`src/rtl/mac_accumulator.sv`:
```
// ============================================================================
// Module   : mac_accumulator (with array_multiplier)
// Brief    : Handshaked 4x4 multiply-accumulate stage that sums CNT products
//            into one dot-product result with a sticky overflow flag.
// Revision : 1.0 - initial release
// ============================================================================
`default_nettype none

module array_multiplier (
    input  logic [3:0] i_a,
    input  logic [3:0] i_b,
    output logic [7:0] o_p
);
    logic [7:0] w_pp [4];

    // One shifted partial-product row per multiplier bit.
    for (genvar i = 0; i < 4; i++) begin : g_pp
        assign w_pp[i] = 8'({4'b0000, i_a & {4{i_b[i]}}} << i);
    end

    assign o_p = w_pp[0] + w_pp[1] + w_pp[2] + w_pp[3];
endmodule

module mac_accumulator #(
    parameter int ACC_W = 16,
    parameter int CNT   = 4
) (
    input  logic             clk,
    input  logic             rst,
    input  logic             in_valid,
    output logic             in_ready,
    input  logic [3:0]       a,
    input  logic [3:0]       b,
    output logic             out_valid,
    input  logic             out_ready,
    output logic [ACC_W-1:0] out_sum,
    output logic             out_ovf
);
    localparam logic [7:0] c_cnt  = 8'(CNT);
    localparam logic [7:0] c_last = 8'(CNT - 1);

    typedef enum logic [0:0] {
        ST_ACC  = 1'b0,
        ST_DONE = 1'b1
    } state_t;

    state_t           r_state;
    state_t           w_state_nxt;
    logic [3:0]       r_op_a;
    logic [3:0]       r_op_b;
    logic             r_op_vld;
    logic [ACC_W-1:0] r_acc;
    logic             r_ovf;
    logic [7:0]       r_taken;
    logic [7:0]       r_done_cnt;
    logic [7:0]       w_prod;
    logic [ACC_W:0]   w_sum;
    logic             w_in_fire;
    logic             w_out_fire;

    array_multiplier u_mult (
        .i_a (r_op_a),
        .i_b (r_op_b),
        .o_p (w_prod)
    );

    // Extra top bit of the sum is the carry out of the accumulator.
    assign w_sum = {1'b0, r_acc} + (ACC_W + 1)'(w_prod);

    always_comb begin
        w_state_nxt = r_state;
        in_ready    = 1'b0;
        out_valid   = 1'b0;
        out_sum     = '0;
        out_ovf     = 1'b0;
        case (r_state)
            ST_ACC: begin
                in_ready = (r_taken < c_cnt);
                if (r_op_vld && (r_done_cnt == c_last)) begin
                    w_state_nxt = ST_DONE;
                end
            end
            ST_DONE: begin
                out_valid = 1'b1;
                out_sum   = r_acc;
                out_ovf   = r_ovf;
                if (out_ready) begin
                    w_state_nxt = ST_ACC;
                end
            end
            default: w_state_nxt = ST_ACC;
        endcase
        w_in_fire  = in_valid && in_ready;
        w_out_fire = out_valid && out_ready;
    end

    always_ff @(posedge clk) begin
        if (rst) begin
            r_state    <= ST_ACC;
            r_op_a     <= '0;
            r_op_b     <= '0;
            r_op_vld   <= 1'b0;
            r_acc      <= '0;
            r_ovf      <= 1'b0;
            r_taken    <= '0;
            r_done_cnt <= '0;
        end else begin
            r_state  <= w_state_nxt;
            r_op_vld <= w_in_fire;
            if (w_in_fire) begin
                r_op_a  <= a;
                r_op_b  <= b;
                r_taken <= r_taken + 8'd1;
            end
            if (r_op_vld) begin
                r_acc      <= w_sum[ACC_W-1:0];
                r_ovf      <= r_ovf | w_sum[ACC_W];
                r_done_cnt <= r_done_cnt + 8'd1;
            end
            // Accumulate and result transfer never coincide: op_vld is
            // always clear while a result is held.
            if (w_out_fire) begin
                r_acc      <= '0;
                r_ovf      <= 1'b0;
                r_taken    <= '0;
                r_done_cnt <= '0;
            end
        end
    end
endmodule

`default_nettype wire

```
`config.mk`:
```
export PLATFORM = sky130hd
export DESIGN_NAME = mac_accumulator
export DESIGN_NICKNAME = d
export VERILOG_FILES = /design/src/rtl/mac_accumulator.sv
export SDC_FILE = /design/constraint.sdc
export NUM_CORES = 1
export LEC_CHECK = 0
export ABC_AREA = 0
export BUFFER_PORTS_ARGS = -buffer_cell sky130_fd_sc_hd__buf_2
export CAP_MARGIN = 20
export CORE_ASPECT_RATIO = 1.1
export CORE_UTILIZATION = 60
export CTS_CLUSTER_DIAMETER = 40
export DETAILED_ROUTE_END_ITERATION = 10
export PLACE_DENSITY_LB_ADDON = 0.3
export RECOVER_POWER = 25
export SLEW_MARGIN = 20
export SYNTH_ARGS = -nofsm -noshare
export SYNTH_HDL_FRONTEND = slang
export SYNTH_SLANG_ARGS = --single-unit
```
`constraint.sdc`:
```
create_clock -name clk -period 6.4 [get_ports clk]
set_clock_uncertainty 0.05 [all_clocks]
set_input_delay 0.32 -clock clk [delete_from_list [all_inputs] [get_ports clk]]
set_output_delay 0.32 -clock clk [all_outputs]
set_load 0.01 [all_outputs]
```
==> reports/metrics.cfg, run 1 <==
[route]
wl_per_cell_um=13.4
drc=0
wl_met1_um=2290
drt-total-wl_um=4850
drtPass1Iterations=4
topRoutingLayerUsed=met4
met3WireLength_um=120
routed-via-count=2048
viasPerCell=5.67
wl_met2_um=2360
ant_nets=0
initialDrtViolationCount=142

[critical_path]
crit_slowest_cell=a221oi_1
cp.arrival_ns=4.20
worstSetupPathType=flop to flop
max_stage_delay_ns=0.71
cp-start-kind=flop
critical_path.cell_chain=nand2_1 -> fa_1 -> inv_1 -> fa_1 -> fa_1 -> ha_1 -> fa_1 -> a21o_1 -> a221oi_1 -> nand4b_1 -> o311ai_0
cp_common_cell=fa_1
worstPathRequired_ns=6.55
endpoint_kind=flop
cp_max_fo=8

[die]
io_pins=31
row_count=24
die_w_um=65.1
coreArea_um2=4080
fp.dieArea_um2=4640
start_util_pct=64.3
die_y_um=71.4

[place]
place.gp.congestion=0.822
dp_hpwl_um=3510
port_buffers=30

[timing]
worstMarginPinSlew_ns=0.988
period_minus_slack_ns=4.06
fmax_mhz=246
setup-tns-final_ns=0
finalSetupViolCount=0
whs_ns=0.202
drv_slew=0
hold_viol_final=0
fin_crit_sh_pct=63.4
slew_headroom_pct=34.1
grt_setup_unrepaired=no

[clocking]
tritoncts=done
cts_buffer_depth=2
clock_sinks=43
path_clk_slew_ns=0.08
clkLatencyLatePin_ns=0.30
cts_root_buf=clkbuf_8
postCtsSetupRepairBufs=0
h-tree-depth=2
cts-resized-gates=0
postCtsHoldBufs=0
cts_buffers=5

[worst_hold_path]
hold_path_class=input port to flop

[power_and_ir_drop]
p_leak_nw=1.40
powerDensity_nw_per_um2=183
p_int_w=0.000396
power_w=0.000523
swShare_pct=24.2
p_seq_share_pct=54.6
clkPwrFrac_pct=36.1
power_frac_comb_pct=9.2
p_sw_w=0.000126
ir_worst_vdd_mv=0.193

[synth]
synth_nets=326
syn_inst=283
async_reset_ff_share_pct=0
syn_avg_cell_area_um2=9.28
synth_flop_cell=dfxtp_1
ys_types=47
mappedNetlistArea_um2=2630
synth.top_cell.area_share_pct=32.8
synth_edf_count=0
synth_top_cells_by_area=dfxtp_1, ha_1, and2_1
yosysWarnings=0
synth_top_area_cell=dfxtp_1
ys_seq_elements=43
seq_area_frac_synth_pct=32.8

[grt]
grt_pass1_vias=1868
grt_pass1_wl_um=8190
grt_overflow_total=0
grt.total_usage_pct=22.8
antenna_found_initial=0
grt_max_degree=33

[cells_and_area]
mostFrequentLayoutCells=dfxtp_1, and2_1, buf_2
n_antenna_cell=0
final_util_pct=69.9
syn2layout_area_growth_pct=8.68
drive_above_1_share_pct=14.2
final_nets=351
layout_commonest_cell=dfxtp_1

[job]
drv_cap=0

[run_status]
status=finished, final reports clean

-- critical path: cells and delay by family, from the launching register on --
kind                       cells  cell delay (ns)
adders and majority gates      5             2.13
and+or+nand+nor                2             0.26
AOI/OAI and AO/OA              3             1.07
DFF                            1             0.40
buffers and inverters          1             0.05
-- sequential cells by signal, summed over array words and instances, names as in the netlist --
name,count
r_op_vld,1
r_taken,8
r_state,1
r_ovf,1
r_op_a,4
r_op_b,4
r_done_cnt,8
r_acc,16
-- cell usage after synthesis (3+ instances only) --
cell,count
a211oi_1,3
fa_1,10
ha_1,21
and3_1,6
o211ai_1,4
and2_1,32
nor2_1,28
a21oi_1,12
nand2_1,19
dfxtp_1,43
nand4b_1,4
nand4_1,6
a21o_1,5
clkbuf_1,9
nand3_1,6
mux2i_1,14
o21ai_0,5
nor3_1,3
nor4_1,3
xor2_1,4
nand3b_1,3
inv_1,10
-- routing by layer --
metal  global-route usage, %  vias to the layer above
li1                        -                     1048
met1                    29.1                      964
met2                    38.3                       29
met3                    4.30                        7
met4                    8.70                        0
met5                       0                        -
-- power groups by stage --
stage	registers [W]	logic, W	clock network (W)
6_report	0.000286	0.0000482	0.000189
5_1_grt	0.000287	0.0000549	0.000201
4_1_cts	0.000286	0.0000498	0.000192
3_5_place_dp	0.000292	0.0000493	0
3_3_place_gp	0.000291	0.0000480	0
2_1_floorplan	0.000289	0.0000409	0
-- worst paths after layout --
check,depth (start not counted),start,slack (ns),to
max,11,r_op_b[2]$_SDFFE_PP0P_,2.34,r_acc[11]$_SDFFE_PP0P_
min,3,b[0],0.20,r_op_b[0]$_SDFFE_PP0P_
min reg2reg,1,r_taken[6]$_SDFFE_PP0P_,0.41,r_taken[6]$_SDFFE_PP0P_
max reg2reg,11,r_op_b[2]$_SDFFE_PP0P_,2.34,r_acc[11]$_SDFFE_PP0P_
-- kinds of logic (layout without fill, tap and decap cells) --
family,Yosys count,count (layout),share of synthesized area (%)
compound gates,41,41,10.7
mux,14,14,5.34
simple gates,123,123,26.5
buf+inv,24,50,4.39
fa+ha+maj,31,31,17.6
xor+xnor,7,7,2.62
flops,43,43,32.8
-- stage by stage --
stage	area, um2	instances	setup WS (ns)
finish	2850	361	2.34
global route	2850	361	2.01
CTS	2880	361	2.35
detailed placement	2780	353	2.37
global placement	2780	353	2.42
floorplan	2630	283	2.64
-- area by class of cell --
type                       instances  area, um2
clock buffer                       8        100
tap                               52       65.1
fill                             347       1230
multi-input combinational        216       1630
inverter                          10       37.5
timing repair buffer              32        160
sequential                        43        861
No activity file was read; power rests on OpenSTA's default activity.
==> run 2: changes to the inputs <==
CORE_UTILIZATION = 53   (was 60)
clock period = 3.6 ns   (was 6.4 ns; I/O delays follow)
==> run 2 against run 1 <==
Compared with the run above:
- register-to-register slack got worse by 2.1 ns
- cell count increased by 3.3%
- critical endpoint unchanged
- non-clock buffer count increased by 10
- utilization decreased by 7.7 points
==> reports/metrics.cfg, run 2 (same netlist as run 1, synthesis figures left out) <==
[run_status]
status=finished, final reports clean

[critical_path]
max_stage_delay_ns=0.52  ; -0.19 ns
cp_common_cell=fa_1
cp-start-kind=flop
cp.arrival_ns=3.54  ; -0.66 ns
r2r_end=r_acc[11]$_SDFFE_PP0P_
crit_slowest_cell=fa_1
critical_path.cell_chain=inv_1 -> fa_1 -> inv_1 -> fa_1 -> fa_1 -> ha_2 -> fa_2 -> a21o_1 -> a221oi_2 -> buf_4 -> nand4b_1 -> o311ai_0
worstPathRequired_ns=3.74  ; -2.81 ns
r2r_start=r_acc[3]$_SDFFE_PP0P_
cp_max_fo=7  ; -1
cp-endpoint=r_acc[11]$_SDFFE_PP0P_
endpoint_kind=flop
worstRegToRegCells=12  ; +1
ff2ff_setup_slack_ns=0.20  ; -2.14 ns
startpoint=r_acc[3]$_SDFFE_PP0P_
worstSetupPathType=flop to flop

[cells_and_area]
fillers=413  ; +19%
layout_commonest_cell=dfxtp_1
final_util_pct=62.1  ; -7.7 points
largest_registers=r_acc x16, r_done_cnt x8, r_taken x8
drive_above_1_share_pct=19.6  ; +5.3 points
mostFrequentLayoutCells=dfxtp_1, and2_1, buf_2
n_antenna_cell=0  ; unchanged
syn2layout_area_growth_pct=11.6
multi_input_area_um2=1640  ; +0.92%
largest_register=r_acc
final_nets=361  ; +2.8%
largest_reg_flops=16  ; unchanged
register_area_um2=867  ; +0.73%

[route]
ant_nets=0  ; unchanged
viasPerCell=5.54  ; -2.4%
drt-total-wl_um=5000  ; +3.0%
initialDrtViolationCount=125  ; -12%
wl_met1_um=2440  ; +6.6%
wl_met2_um=2370  ; +0.55%
drc=0  ; unchanged
drtPass1Iterations=4  ; unchanged
wl_per_cell_um=13.4  ; -0.28%
routed-via-count=2066  ; +0.88%
met3WireLength_um=116  ; -3.3%
topRoutingLayerUsed=met4

[grt]
grt_overflow_total=0  ; unchanged
grt_pass1_wl_um=8190  ; unchanged
grt_max_degree=32  ; -3.0%
grt.total_usage_pct=19.7  ; -3.2 points
grt_pass1_vias=1813  ; -2.9%
antenna_found_initial=0  ; unchanged

[clocking]
postCtsHoldBufs=0  ; unchanged
clkLatencyLatePin_ns=0.29  ; about the same
cts_root_buf=clkbuf_8
cts_buffers=5  ; unchanged
tritoncts=done
path_clk_slew_ns=0.08  ; about the same
clock_sinks=43  ; unchanged
h-tree-depth=2  ; unchanged
cts_buffer_depth=2  ; unchanged

[timing]
worstMarginPinSlew_ns=0.817  ; -0.171 ns
grt_setup_unrepaired=no
fin_ws_ns=0.201  ; -2.14 ns
period_minus_slack_ns=3.40  ; -0.658 ns
fmax_mhz=294  ; +19%
finalSetupViolCount=0  ; unchanged
drv_slew=0  ; unchanged
hold_viol_final=0  ; unchanged
whs_ns=0.0651  ; -0.137 ns
fin_crit_sh_pct=94.4  ; +31 points
slew_headroom_pct=45.3  ; +11 points

[power_and_ir_drop]
power_w=0.000883  ; +69%
ir_worst_vdd_mv=0.249  ; +29%
p_leak_nw=1.44  ; +2.7%
powerDensity_nw_per_um2=301  ; +64%

[place]
dp_slack_ns=-0.0136  ; -2.38 ns
port_buffers=30  ; unchanged
place.gp.congestion=0.842  ; +2.5%
dp_hpwl_um=3620  ; +3.1%

[die]
die_y_um=75.8  ; +6.2%
coreArea_um2=4720  ; +16%
start_util_pct=55.6  ; -8.6 points
row_count=26  ; +8.3%
die_w_um=69.1  ; +6.2%
io_pins=31  ; unchanged
fp.dieArea_um2=5240  ; +13%

[worst_hold_path]
hold_path_class=input port to flop

[job]
drv_cap=0  ; unchanged

## run 2: cell count changes in the layout (fill, tap and decap cells not counted), sizes merged
cell    delta
buf       +11
clkbuf     -3
## run 2: worst min-delay path by stage
| stage | from | endpoint | slack, ns | cells past startpoint |
|---|---|---|---|---|
| 2_1_floorplan | a[0] | r_op_a[0]$_SDFFE_PP0P_ | 0.27 | 2 |
| 3_3_place_gp | b[0] | r_op_b[0]$_SDFFE_PP0P_ | 0.36 | 3 |
| 3_5_place_dp | a[0] | r_op_a[0]$_SDFFE_PP0P_ | 0.37 | 3 |
| 4_1_cts | a[0] | r_op_a[0]$_SDFFE_PP0P_ | 0.06 | 3 |
| 5_1_grt | a[1] | r_op_a[1]$_SDFFE_PP0P_ | 0.07 | 3 |
| 6_report | a[0] | r_op_a[0]$_SDFFE_PP0P_ | 0.07 | 3 |
## run 2: metal layers
metal / vias to the layer above / GRT usage (%)
li1: 1063 / -
met1: 966 / 24.4
met4: 0 / 6.12
met3: 8 / 4.37
met2: 29 / 34.6
met5: - / 0
## run 2: area by class of cell
class / count / share of cell area (%)
multi-input combinational: 216 / 56.1
sequential: 43 / 29.6
clock buffer: 6 / 2.48
inverter: 10 / 1.28
tap: 56 / 2.39
timing repair buffer: 42 / 8.16
## run 2: where the power goes
group	switching, W	internal (W)	leakage (nW)
Sequential	0.0000165	0.000491	0.352
Combinational	0.0000501	0.0000441	1.05
Clock	0.000152	0.000129	0.0371
## run 2: worst max-delay path, delay by kind of cell, from the launching register on
kind,cells,cell delay [ns]
DFF,1,0.34
adders and majority gates,5,1.97
and+or+nand+nor,1,0.09
AOI/OAI and AO/OA,3,0.55
buffers and inverters,3,0.29
## run 2: what timing repair did
item	CTS	global route
endpoints found under the setup margin	3	7
resized for setup	1	6
pin swaps	0	6
buffers inserted	0	1
## run 2: per-stage QoR
stage / instances / instance area (um2) / setup TNS (ns)
global route: 373 / 2930 / 0
detailed placement: 366 / 2860 / -0.0207
finish: 373 / 2930 / 0
floorplan: 283 / 2630 / 0
CTS: 372 / 2930 / 0
global placement: 366 / 2860 / 0
